### config.mk
export PLATFORM = sky130hd
export DESIGN_NAME = idu_q_flat
export DESIGN_NICKNAME = d
export VERILOG_FILES = /design/src/rtl/idu_q_if.sv /design/src/rtl/idu_q.sv /design/src/flat_wrapper.sv
export SDC_FILE = /design/constraint.sdc
export NUM_CORES = 1
export LEC_CHECK = 0
export BUFFER_PORTS_ARGS = -buffer_cell sky130_fd_sc_hd__buf_2
export CAP_MARGIN = 40
export CORE_MARGIN = 4
export CORE_UTILIZATION = 43
export CTS_BUF_LIST = sky130_fd_sc_hd__clkbuf_2
export DETAILED_ROUTE_END_ITERATION = 6
export HOLD_SLACK_MARGIN = 0.1
export PLACE_DENSITY = 0.7
export SLEW_MARGIN = 10
export SYNTH_ARGS = -nofsm -noshare
export SYNTH_HDL_FRONTEND = slang
export SYNTH_SLANG_ARGS = --single-unit
### constraint.sdc
create_clock -name i_clk -period 4.2 [get_ports i_clk]
set_input_delay 1.26 -clock i_clk [delete_from_list [all_inputs] [get_ports i_clk]]
set_output_delay 1.26 -clock i_clk [all_outputs]
set_load 0.02 [all_outputs]
### src/rtl/idu_q_if.sv
// idu_q_if: handshake and data bundle between IFU, the queued decode stage
// and EXU.
//   Upstream   : i_pre_valid / o_pre_ready, i_pc, i_instr
//   Control    : i_flush
//   Downstream : o_post_valid / i_post_ready, o_pc and the decoded fields
//   Status     : o_count (FIFO occupancy, output register not included)
// The slave modport is the decode stage; master is the environment driving it.
interface idu_q_if #(
  parameter int INS_WIDTH = 32,
  parameter int PC_WIDTH  = 32,
  parameter int DEPTH     = 4,
  parameter int CNT_W     = $clog2(DEPTH + 1)
);
  logic                 i_pre_valid;
  logic                 o_pre_ready;
  logic [PC_WIDTH-1:0]  i_pc;
  logic [INS_WIDTH-1:0] i_instr;
  logic                 i_flush;
  logic                 o_post_valid;
  logic                 i_post_ready;
  logic [PC_WIDTH-1:0]  o_pc;
  logic [4:0]           o_rdid;
  logic [4:0]           o_rs1id;
  logic [4:0]           o_rs2id;
  logic                 o_rdwen;
  logic [31:0]          o_imm;
  logic [9:0]           o_cls;
  logic [2:0]           o_funct3;
  logic                 o_f7b5;
  logic                 o_ecall;
  logic                 o_mret;
  logic                 o_illegal;
  logic [CNT_W-1:0]     o_count;

  modport slave (
    input  i_pre_valid, i_pc, i_instr, i_flush, i_post_ready,
    output o_pre_ready, o_post_valid, o_pc, o_rdid, o_rs1id, o_rs2id,
           o_rdwen, o_imm, o_cls, o_funct3, o_f7b5, o_ecall, o_mret,
           o_illegal, o_count
  );

  modport master (
    output i_pre_valid, i_pc, i_instr, i_flush, i_post_ready,
    input  o_pre_ready, o_post_valid, o_pc, o_rdid, o_rs1id, o_rs2id,
           o_rdwen, o_imm, o_cls, o_funct3, o_f7b5, o_ecall, o_mret,
           o_illegal, o_count
  );
endinterface

### src/rtl/idu_q.sv
// idu_q: queued, registered RV32I instruction-decode stage.
// {pc, instr} pairs are buffered in a DEPTH-entry FIFO; the FIFO head is
// decoded combinationally and captured into an elastic output register on pop.
// Ports:
//   i_clk  : clock, rising edge
//   i_rst  : asynchronous active-high reset
//   bus    : idu_q_if.slave (upstream handshake, flush, downstream handshake,
//            decoded fields, FIFO occupancy)
module idu_q #(
  parameter int INS_WIDTH = 32,
  parameter int PC_WIDTH  = 32,
  parameter int DEPTH     = 4,
  parameter int CNT_W     = $clog2(DEPTH + 1)
) (
  input  logic   i_clk,
  input  logic   i_rst,
  idu_q_if.slave bus
);
  localparam int               AW   = (DEPTH > 1) ? $clog2(DEPTH) : 1;
  localparam logic [CNT_W-1:0] FULL = CNT_W'(DEPTH);

  localparam logic [6:0] OPC_OP     = 7'b0110011;
  localparam logic [6:0] OPC_OPIMM  = 7'b0010011;
  localparam logic [6:0] OPC_LOAD   = 7'b0000011;
  localparam logic [6:0] OPC_STORE  = 7'b0100011;
  localparam logic [6:0] OPC_BRANCH = 7'b1100011;
  localparam logic [6:0] OPC_JAL    = 7'b1101111;
  localparam logic [6:0] OPC_JALR   = 7'b1100111;
  localparam logic [6:0] OPC_LUI    = 7'b0110111;
  localparam logic [6:0] OPC_AUIPC  = 7'b0010111;
  localparam logic [6:0] OPC_SYSTEM = 7'b1110011;

  typedef struct packed {
    logic [PC_WIDTH-1:0] pc;
    logic [4:0]          rdid;
    logic [4:0]          rs1id;
    logic [4:0]          rs2id;
    logic                rdwen;
    logic [31:0]         imm;
    logic [9:0]          cls;
    logic [2:0]          funct3;
    logic                f7b5;
    logic                ecall;
    logic                mret;
    logic                illegal;
  } dec_t;

  logic [PC_WIDTH-1:0]  pc_mem  [DEPTH];
  logic [INS_WIDTH-1:0] ins_mem [DEPTH];

  logic [AW-1:0]    wr_ptr_q, wr_ptr_d;
  logic [AW-1:0]    rd_ptr_q, rd_ptr_d;
  logic [CNT_W-1:0] cnt_q, cnt_d;
  logic             vld_q, vld_d;
  dec_t             out_q, out_d;
  dec_t             dec;
  logic             pre_ready, push, pop;
  logic [INS_WIDTH-1:0] ins;

  // Ready comes from registered occupancy only, so a full FIFO refuses a
  // push even when a pop happens in the same cycle.
  assign pre_ready = (cnt_q != FULL);
  assign push      = bus.i_pre_valid & pre_ready & ~bus.i_flush;
  assign pop       = (cnt_q != '0) & (~vld_q | bus.i_post_ready) & ~bus.i_flush;

  always_comb begin
    wr_ptr_d = wr_ptr_q;
    rd_ptr_d = rd_ptr_q;
    cnt_d    = cnt_q;
    if (bus.i_flush) begin
      wr_ptr_d = '0;
      rd_ptr_d = '0;
      cnt_d    = '0;
    end else begin
      // DEPTH is a power of two, so natural pointer overflow is the wrap.
      if (push) wr_ptr_d = wr_ptr_q + 1'b1;
      if (pop)  rd_ptr_d = rd_ptr_q + 1'b1;
      case ({push, pop})
        2'b10:   cnt_d = cnt_q + 1'b1;
        2'b01:   cnt_d = cnt_q - 1'b1;
        default: cnt_d = cnt_q;
      endcase
    end
  end

  always_ff @(posedge i_clk) begin
    if (push) begin
      pc_mem[wr_ptr_q]  <= bus.i_pc;
      ins_mem[wr_ptr_q] <= bus.i_instr;
    end
  end

  assign ins = ins_mem[rd_ptr_q];

  always_comb begin
    dec         = '0;
    dec.pc      = pc_mem[rd_ptr_q];
    dec.rdid    = ins[11:7];
    dec.rs1id   = ins[19:15];
    dec.rs2id   = ins[24:20];
    dec.funct3  = ins[14:12];
    dec.f7b5    = ins[30];
    case (ins[6:0])
      OPC_OP: begin
        dec.cls[0] = 1'b1;
        dec.rdwen  = 1'b1;
      end
      OPC_OPIMM, OPC_LOAD, OPC_JALR: begin
        dec.cls[1] = (ins[6:0] == OPC_OPIMM);
        dec.cls[2] = (ins[6:0] == OPC_LOAD);
        dec.cls[6] = (ins[6:0] == OPC_JALR);
        dec.rdwen  = 1'b1;
        dec.rs2id  = '0;
        dec.imm    = {{20{ins[31]}}, ins[31:20]};
      end
      OPC_STORE: begin
        dec.cls[3] = 1'b1;
        dec.rdid   = '0;
        dec.imm    = {{20{ins[31]}}, ins[31:25], ins[11:7]};
      end
      OPC_BRANCH: begin
        dec.cls[4] = 1'b1;
        dec.rdid   = '0;
        dec.imm    = {{19{ins[31]}}, ins[31], ins[7], ins[30:25], ins[11:8], 1'b0};
      end
      OPC_JAL: begin
        dec.cls[5] = 1'b1;
        dec.rdwen  = 1'b1;
        dec.rs1id  = '0;
        dec.rs2id  = '0;
        dec.imm    = {{11{ins[31]}}, ins[31], ins[19:12], ins[20], ins[30:21], 1'b0};
      end
      OPC_LUI, OPC_AUIPC: begin
        dec.cls[7] = (ins[6:0] == OPC_LUI);
        dec.cls[8] = (ins[6:0] == OPC_AUIPC);
        dec.rdwen  = 1'b1;
        dec.rs1id  = '0;
        dec.rs2id  = '0;
        dec.imm    = {ins[31:12], 12'b0};
      end
      OPC_SYSTEM: begin
        dec.cls[9] = 1'b1;
        dec.rs2id  = '0;
        // CSR forms write rd only when it is a real register.
        dec.rdwen  = (ins[14:12] != 3'b000) && (ins[11:7] != 5'd0);
        dec.imm    = {27'b0, ins[19:15]};
        dec.ecall  = (ins[31:7] == 25'd0);
        dec.mret   = (ins[31:0] == 32'h3020_0073);
      end
      default: begin
        // Unknown opcodes still flow through, flagged and inert.
        dec.illegal = 1'b1;
      end
    endcase
  end

  always_comb begin
    vld_d = vld_q;
    out_d = out_q;
    if (bus.i_flush) begin
      vld_d = 1'b0;
    end else if (pop) begin
      vld_d = 1'b1;
      out_d = dec;
    end else if (bus.i_post_ready) begin
      vld_d = 1'b0;
    end
  end

  always_ff @(posedge i_clk or posedge i_rst) begin
    if (i_rst) begin
      wr_ptr_q <= '0;
      rd_ptr_q <= '0;
      cnt_q    <= '0;
      vld_q    <= 1'b0;
      out_q    <= '0;
    end else begin
      wr_ptr_q <= wr_ptr_d;
      rd_ptr_q <= rd_ptr_d;
      cnt_q    <= cnt_d;
      vld_q    <= vld_d;
      out_q    <= out_d;
    end
  end

  assign bus.o_pre_ready  = pre_ready;
  assign bus.o_post_valid = vld_q;
  assign bus.o_count      = cnt_q;
  assign bus.o_pc         = out_q.pc;
  assign bus.o_rdid       = out_q.rdid;
  assign bus.o_rs1id      = out_q.rs1id;
  assign bus.o_rs2id      = out_q.rs2id;
  assign bus.o_rdwen      = out_q.rdwen;
  assign bus.o_imm        = out_q.imm;
  assign bus.o_cls        = out_q.cls;
  assign bus.o_funct3     = out_q.funct3;
  assign bus.o_f7b5       = out_q.f7b5;
  assign bus.o_ecall      = out_q.ecall;
  assign bus.o_mret       = out_q.mret;
  assign bus.o_illegal    = out_q.illegal;
endmodule

### src/flat_wrapper.sv
// flat-port wrapper written by rule: the top's interface ports become plain ports
module idu_q_flat 
#(
  parameter int INS_WIDTH = 32,
  parameter int PC_WIDTH  = 32,
  parameter int DEPTH     = 4,
  parameter int CNT_W     = $clog2(DEPTH + 1)
)
  (i_clk, i_rst, bus_i_pre_valid, bus_i_pc, bus_i_instr, bus_i_flush, bus_i_post_ready, bus_o_pre_ready, bus_o_post_valid, bus_o_pc, bus_o_rdid, bus_o_rs1id, bus_o_rs2id, bus_o_rdwen, bus_o_imm, bus_o_cls, bus_o_funct3, bus_o_f7b5, bus_o_ecall, bus_o_mret, bus_o_illegal, bus_o_count);
  idu_q_if #(.INS_WIDTH(INS_WIDTH), .PC_WIDTH(PC_WIDTH), .DEPTH(DEPTH), .CNT_W(CNT_W)) bus_i ();
  input  logic i_clk;
  input  logic i_rst;
  input wire logic [$bits(bus_i.i_pre_valid)-1:0] bus_i_pre_valid;
  input wire logic [$bits(bus_i.i_pc)-1:0] bus_i_pc;
  input wire logic [$bits(bus_i.i_instr)-1:0] bus_i_instr;
  input wire logic [$bits(bus_i.i_flush)-1:0] bus_i_flush;
  input wire logic [$bits(bus_i.i_post_ready)-1:0] bus_i_post_ready;
  output wire logic [$bits(bus_i.o_pre_ready)-1:0] bus_o_pre_ready;
  output wire logic [$bits(bus_i.o_post_valid)-1:0] bus_o_post_valid;
  output wire logic [$bits(bus_i.o_pc)-1:0] bus_o_pc;
  output wire logic [$bits(bus_i.o_rdid)-1:0] bus_o_rdid;
  output wire logic [$bits(bus_i.o_rs1id)-1:0] bus_o_rs1id;
  output wire logic [$bits(bus_i.o_rs2id)-1:0] bus_o_rs2id;
  output wire logic [$bits(bus_i.o_rdwen)-1:0] bus_o_rdwen;
  output wire logic [$bits(bus_i.o_imm)-1:0] bus_o_imm;
  output wire logic [$bits(bus_i.o_cls)-1:0] bus_o_cls;
  output wire logic [$bits(bus_i.o_funct3)-1:0] bus_o_funct3;
  output wire logic [$bits(bus_i.o_f7b5)-1:0] bus_o_f7b5;
  output wire logic [$bits(bus_i.o_ecall)-1:0] bus_o_ecall;
  output wire logic [$bits(bus_i.o_mret)-1:0] bus_o_mret;
  output wire logic [$bits(bus_i.o_illegal)-1:0] bus_o_illegal;
  output wire logic [$bits(bus_i.o_count)-1:0] bus_o_count;
  assign bus_i.i_pre_valid = bus_i_pre_valid;
  assign bus_i.i_pc = bus_i_pc;
  assign bus_i.i_instr = bus_i_instr;
  assign bus_i.i_flush = bus_i_flush;
  assign bus_i.i_post_ready = bus_i_post_ready;
  assign bus_o_pre_ready = bus_i.o_pre_ready;
  assign bus_o_post_valid = bus_i.o_post_valid;
  assign bus_o_pc = bus_i.o_pc;
  assign bus_o_rdid = bus_i.o_rdid;
  assign bus_o_rs1id = bus_i.o_rs1id;
  assign bus_o_rs2id = bus_i.o_rs2id;
  assign bus_o_rdwen = bus_i.o_rdwen;
  assign bus_o_imm = bus_i.o_imm;
  assign bus_o_cls = bus_i.o_cls;
  assign bus_o_funct3 = bus_i.o_funct3;
  assign bus_o_f7b5 = bus_i.o_f7b5;
  assign bus_o_ecall = bus_i.o_ecall;
  assign bus_o_mret = bus_i.o_mret;
  assign bus_o_illegal = bus_i.o_illegal;
  assign bus_o_count = bus_i.o_count;
  idu_q #(.INS_WIDTH(INS_WIDTH), .PC_WIDTH(PC_WIDTH), .DEPTH(DEPTH), .CNT_W(CNT_W)) u_core (.i_clk(i_clk), .i_rst(i_rst), .bus(bus_i));
endmodule
==> results.yml, run 1 <==
run_status:
  status: "finished, final reports clean"
synthesis:
  synth_compound_area_frac: 0.0429
  yosys-top-cells-area: "edfxtp_1, dfrtp_1, mux4_2"
  yosys_warnings: 0
  ys_seq_area_frac: 0.749
  ys.flop_type: "edfxtp_1"
  synth_nets: 900
  synth.largest_area_cell: "edfxtp_1"
  synth_top_family_by_area: "multiplexers"
  synthCells: 826
  synth_edf_count: 256
  yosys.area_share.simple: 0.0758
  synthXorXnorAreaFrac: 0.00382
  avgSynthCellArea_um2: 16.7
  ys_ff_latch: 361
  ys_types: 50
  async_flop_share: 0.291
  synthAdderAreaFrac: 0.00509
  syn_area_mm2: 0.0138
  yosysTopAreaCellShare: 0.558
  synthMuxAreaShare: 0.107
global_routing:
  first_global_vias: 8431
  grt_remaining_overflow: 0
  antenna_found_initial: 9
  grt_usage: 0.184
  grt_pass1_wl_um: 49700
  grt_max_degree: 59
critical_path:
  cp_max_fo: 5
  cp-end-kind: "output pin"
  worst-path-buf-inv: 1
  critPathArrivalTime_ps: 2020
  start_kind: "flip-flop"
  cp_data_required_time_ps: 2940
  crit_path_max_incr_delay_ps: 550
  cpMaxStageDelayCell: "or3b_2"
  critPathTopFamily: "simple AND/OR/NAND/NOR gates"
  crit_chain: "or3b_2, buf_2"
  criticalPathCategory: "flip-flop to output pin"
cts:
  cts_resized: 0
  numClockSinks: 361
  cts-root-buf: "clkbuf_2"
  clkTransAtPathRegs_ps: 110
  post-cts-setup-buffer-count: 0
  cts_max_level: 3
  clock_latency_ps: 920
  postCtsHoldBufs: 0
  cts_buffers: 91
  clockBufferDepth: 3
  cts_tree: "built"
floorplanning:
  dieArea_mm2: 0.0350
  num_rows: 65
  die_w_um: 187
  die_height_um: 187
  start_util: 0.436
  ioPinCount: 171
  core_area_mm2: 0.0316
sta:
  clock_skew_ps: 94.8
  slew_viol_final: 0
  fmax_mhz: 304
  finalHoldViolCount: 0
  setup_viol: 0
  rsz0062_at_grt: "no"
  relSlewSlack: 0.440
  timing.final.crit_share: 0.782
  worstMarginPinSlew_ps: 835
  finalSetupTns_ps: 0
  period_needed_ps: 3280
final_layout:
  fillers: 2717
  drive_above_1_share: 0.364
  finalNetCount: 1138
  area_growth_pct: 16.6
power_and_ir_drop:
  power_frac_seq: 0.473
  sw_frac_of_total: 0.359
  power_density_mw_per_mm2: 630
  p_int_mw: 6.49
  p_switching_mw: 3.64
  finalPower_mw: 10.1
  ir_drop_v: 0.000327
  combinationalPowerShare: 0.288
  p_leak_nw: 6.36
  p_clk_frac: 0.239
routing:
  dr.pass1.iters: 5
  wl_per_cell_um: 20.7
  totalWireLength_um: 32000
  viasPerCell: 5.25
  drc: 0
  initialDrtViolationCount: 624
  postRouteAntennaNets: 0
  dr_total_vias: 8095
placed_design:
  gp_congestion: 0.856
  portBuffers: 170
  hpwl_um: 20200
flow_run:
  maxCapViolations: 0
worst_hold_path:
  min-delay-path-class: "primary input to asynchronous set/reset pin"
logic make-up after synthesis:
| kind of cell | Yosys count |
|---|---|
| adders and majority gates | 5 |
| DFF | 361 |
| and+or+nand+nor | 250 |
| muxes | 69 |
| AOI/OAI and AO/OA | 88 |
| xor gates and xnor gates | 6 |
| buffers and inverters | 47 |
routing by layer:
layer,part of all wire,track usage,vias to the layer above,wire length (µm)
met5,0.0032,0,-,103
met4,0.018,0.0597,14,561
met3,0.082,0.0534,62,2620
met2,0.47,0.285,361,15100
met1,0.43,0.253,4020,13700
li1,-,-,3638,-
power by group through the flow:
stage | Clock, mW | Combinational, mW | Sequential [mW]
after global placement | 0 | 2.89 | 4.86
after floorplan | 0 | 1.62 | 5.14
after global routing | 2.70 | 3.18 | 4.86
after CTS | 2.50 | 2.94 | 4.80
final | 2.42 | 2.91 | 4.79
after detailed placement | 0 | 2.94 | 4.86
Yosys cell counts, types with 3 or more instances:
| cell | instances |
|---|---|
| o21ai_0 | 9 |
| a22oi_1 | 5 |
| o21ai_1 | 8 |
| buf_6 | 3 |
| nor2_1 | 41 |
| dfrtp_1 | 105 |
| inv_1 | 5 |
| nand3_1 | 8 |
| and2_1 | 7 |
| nand2_1 | 174 |
| mux4_2 | 62 |
| nor3_1 | 6 |
| mux2i_1 | 5 |
| ha_1 | 4 |
| buf_1 | 3 |
| o31ai_1 | 4 |
| clkbuf_1 | 27 |
| buf_2 | 7 |
| xor2_1 | 4 |
| a21oi_1 | 29 |
| a22o_1 | 22 |
| edfxtp_1 | 256 |
area by class of cell:
type | count | area (µm²) | share of cell area
inverters | 5 | 21.3 | 0.00132
clock buffers | 134 | 671 | 0.0417
multi-input cells | 418 | 3250 | 0.203
flip-flops and latches | 361 | 10300 | 0.643
well taps | 402 | 503 | 0.0313
repair buffers | 187 | 1070 | 0.0668
diodes | 1 | 2.50 | 0.000156
clock inverters | 35 | 216 | 0.0135
stage by stage:
stage	utilization	setup WS, ps	hold slack (ps)	instance area [µm²]	cells
2_1_floorplan	-	179	543	13800	826
6_report	0.509	915	345	16100	1543
3_5_place_dp	0.481	1140	457	15200	1373
4_1_cts	0.509	813	263	16100	1542
5_1_grt	0.509	755	278	16100	1543
3_3_place_gp	0.480	1130	454	15100	1372
flip-flops by register name, summed over array words and instances (netlist names), 2 cells and up:
| register | flops |
|---|---|
| u_core.bus.o_imm | 32 |
| u_core.ins_mem | 128 |
| u_core.bus.o_funct3 | 3 |
| u_core.bus.o_pc | 32 |
| u_core.bus.o_rs2id | 5 |
| u_core.bus.o_rdid | 5 |
| u_core.bus.o_rs1id | 5 |
| u_core.bus.o_count | 3 |
| u_core.wr_ptr_q | 2 |
| u_core.pc_mem | 128 |
| u_core.rd_ptr_q | 2 |
| u_core.bus.o_cls | 10 |
final timing paths:
| kind | endpoint | from | slack [ps] | cells past startpoint |
|---|---|---|---|---|
| worst max-delay path | bus_o_pre_ready | u_core.bus.o_count[1]$_DFFE_PP0P_ | 920 | 2 |
| worst min-delay path | u_core.bus.o_mret$_DFFE_PP0P_ | i_rst | 350 | 2 |
| worst max register to register | u_core.bus.o_rs2id[4]$_DFFE_PP0P_ | u_core.rd_ptr_q[0]$_DFFE_PP0P_ | 1170 | 6 |
| worst min register to register | u_core.bus.o_pc[17]$_DFFE_PP0P_ | u_core.bus.o_pc[17]$_DFFE_PP0P_ | 470 | 2 |
| max in group asynchronous | u_core.rd_ptr_q[1]$_DFFE_PP0P_ | i_rst | 3200 | 3 |
| min in group i_clk | u_core.bus.o_pc[17]$_DFFE_PP0P_ | u_core.bus.o_pc[17]$_DFFE_PP0P_ | 470 | 2 |
cells in the final DEF (no fill, tap or decap), types with 4 or more instances in the layout:
cell type	n
buf_2	170
nand2_1	174
o21ai_0	9
edfxtp_1	256
mux4_2	62
and2_4	4
xor2_1	4
o31ai_1	4
clkinv_2	7
dfrtp_1	103
ha_1	4
a22o_1	22
nor3_1	6
o21ai_1	8
buf_12	6
a21oi_1	29
clkinv_1	21
clkbuf_2	134
nand3_1	8
buf_4	10
a22oi_1	5
mux2i_1	5
nor2_1	41
inv_1	4
Note: power is estimated with default switching activity, not from simulation.
==> run 2, diff against run 1 <==
Settings changed: PLACE_DENSITY 0.7 to 0.68.
Clock period 4.2 ns to 3.4 ns, I/O delays scaled along.
==> results.yml, run 2 (same netlist as run 1, synthesis figures left out) <==
critical_path:
  regToRegSetupSlack_ps: 610
  critPathArrivalTime_ps: 2040
  cp-end-kind: "output pin"
  start_kind: "flip-flop"
  cp_max_fo: 5
  criticalPathCategory: "flip-flop to output pin"
  cp_data_required_time_ps: 2380
cts:
  cts_max_level: 3
  cts_resized: 0
  clock_latency_ps: 910
  cts_buffers: 89
  cts_tree: "built"
  numClockSinks: 361
  cts-root-buf: "clkbuf_2"
  clockBufferDepth: 3
  clkTransAtPathRegs_ps: 120
final_layout:
  layout_commonest_cell: "edfxtp_1"
  reg.largest.list: "u_core.ins_mem (128), u_core.pc_mem (128)"
  final_core_utilization: 0.512
  design_area_mm2: 0.0161
  area_growth_pct: 17.2
  drive_above_1_share: 0.372
  final_cell_mix: "edfxtp_1, nand2_1, buf_2"
  finalNetCount: 1151
sta:
  timing.final.crit_share: 0.901
  setup_viol: 0
  period_needed_ps: 3060
  slew_viol_final: 0
  finalHoldViolCount: 0
  worstMarginPinSlew_ps: 615
  finalSetupTns_ps: 0
  rsz0062_at_grt: "no"
  clock_skew_ps: 94.8
  fmax_mhz: 326
  timing.final.ws_setup_ps: 335
  relSlewSlack: 0.588
routing:
  viasPerCell: 5.25
  wl_per_cell_um: 20.7
  totalWireLength_um: 32100
  dr.pass1.iters: 5
  postRouteAntennaNets: 0
  drc: 0
  initialDrtViolationCount: 633
  dr_total_vias: 8161
floorplanning:
  die_w_um: 187
  dieArea_mm2: 0.0350
  die_height_um: 187
  start_util: 0.436
  core_area_mm2: 0.0316
  ioPinCount: 171
  num_rows: 65
placed_design:
  gp_congestion: 0.838
  portBuffers: 170
  post_dp_cell_area_mm2: 0.0153
  hpwl_um: 20800
  dpl_worst_slack_ps: 634
worst_hold_path:
  min-delay-path-class: "primary input to flip-flop"
global_routing:
  antenna_found_initial: 9
  grt_remaining_overflow: 0
  grt_usage: 0.183
  first_global_vias: 8485
  grt_max_degree: 69
  grt_pass1_wl_um: 49300
run_status:
  status: "finished, final reports clean"
power_and_ir_drop:
  finalPower_mw: 12.4
  power_density_mw_per_mm2: 766
  p_leak_nw: 6.42
  ir_drop_v: 0.000340
flow_run:
  maxCapViolations: 0
-- run 2: cell types whose count changed in the layout (fill, tap and decap cells not counted), sizes merged --
cell and change:
dlygate4sd3 +1, clkbuf +4, clkinv -9, buf +14
bufinv -1, diode +1
-- run 2: area by class of cell --
cell class | count | area [µm²]
antenna | 2 | 5.00
clock buffer | 138 | 691
clock inverter | 25 | 138
fill | 2681 | 15400
inverter | 5 | 22.5
multi-input combinational | 418 | 3250
sequential | 361 | 10300
tap | 402 | 503
timing repair buffer | 202 | 1210
-- run 2: what timing repair did --
action / CTS / global route
setup buffers: 0 / 0
endpoints found under the hold margin: 12 / 0
hold buffers: 1 / 0
-- run 2: layer usage --
metal / vias to the layer above / GRT usage / share of wire / wire length, µm
met5: - / 0 / 0.0026 / 82
met4: 14 / 0.0611 / 0.020 / 646
met3: 63 / 0.0627 / 0.073 / 2360
met2: 312 / 0.282 / 0.47 / 15100
met1: 4100 / 0.248 / 0.43 / 13900
li1: 3672 / - / - / -
-- run 2: where the power goes --
group / switching (mW) / internal [mW]
Combinational: 2.30 / 1.41
Clock: 1.68 / 1.16
Sequential: 0.423 / 5.40
Total: 4.40 / 7.97
-- run 2: worst paths after layout --
path	startpoint	end	cells past startpoint
worst max-delay path	u_core.bus.o_count[1]$_DFFE_PP0P_	bus_o_pre_ready	2
worst min-delay path	bus_i_pc[25]	u_core.pc_mem[3][25]$_DFFE_PP_	1
worst max register to register	u_core.rd_ptr_q[1]$_DFFE_PP0P_	u_core.bus.o_imm[6]$_DFFE_PP0P_	6
worst min register to register	u_core.bus.o_pc[7]$_DFFE_PP0P_	u_core.bus.o_pc[7]$_DFFE_PP0P_	2
max in group asynchronous	i_rst	u_core.bus.o_rs2id[0]$_DFFE_PP0P_	4
min in group asynchronous	i_rst	u_core.bus.o_imm[8]$_DFFE_PP0P_	3
-- run 2: critical path: stages, from the launching register on --
cell     delay, ps
dfrtp_1        440
or3b_2         550
buf_2          190
-- run 2: per-stage QoR --
step                hold WS, ps  instances
floorplan                   543        826
global placement            454       1386
detailed placement          457       1387
CTS                         183       1551
global route                188       1553
finish                      316       1553
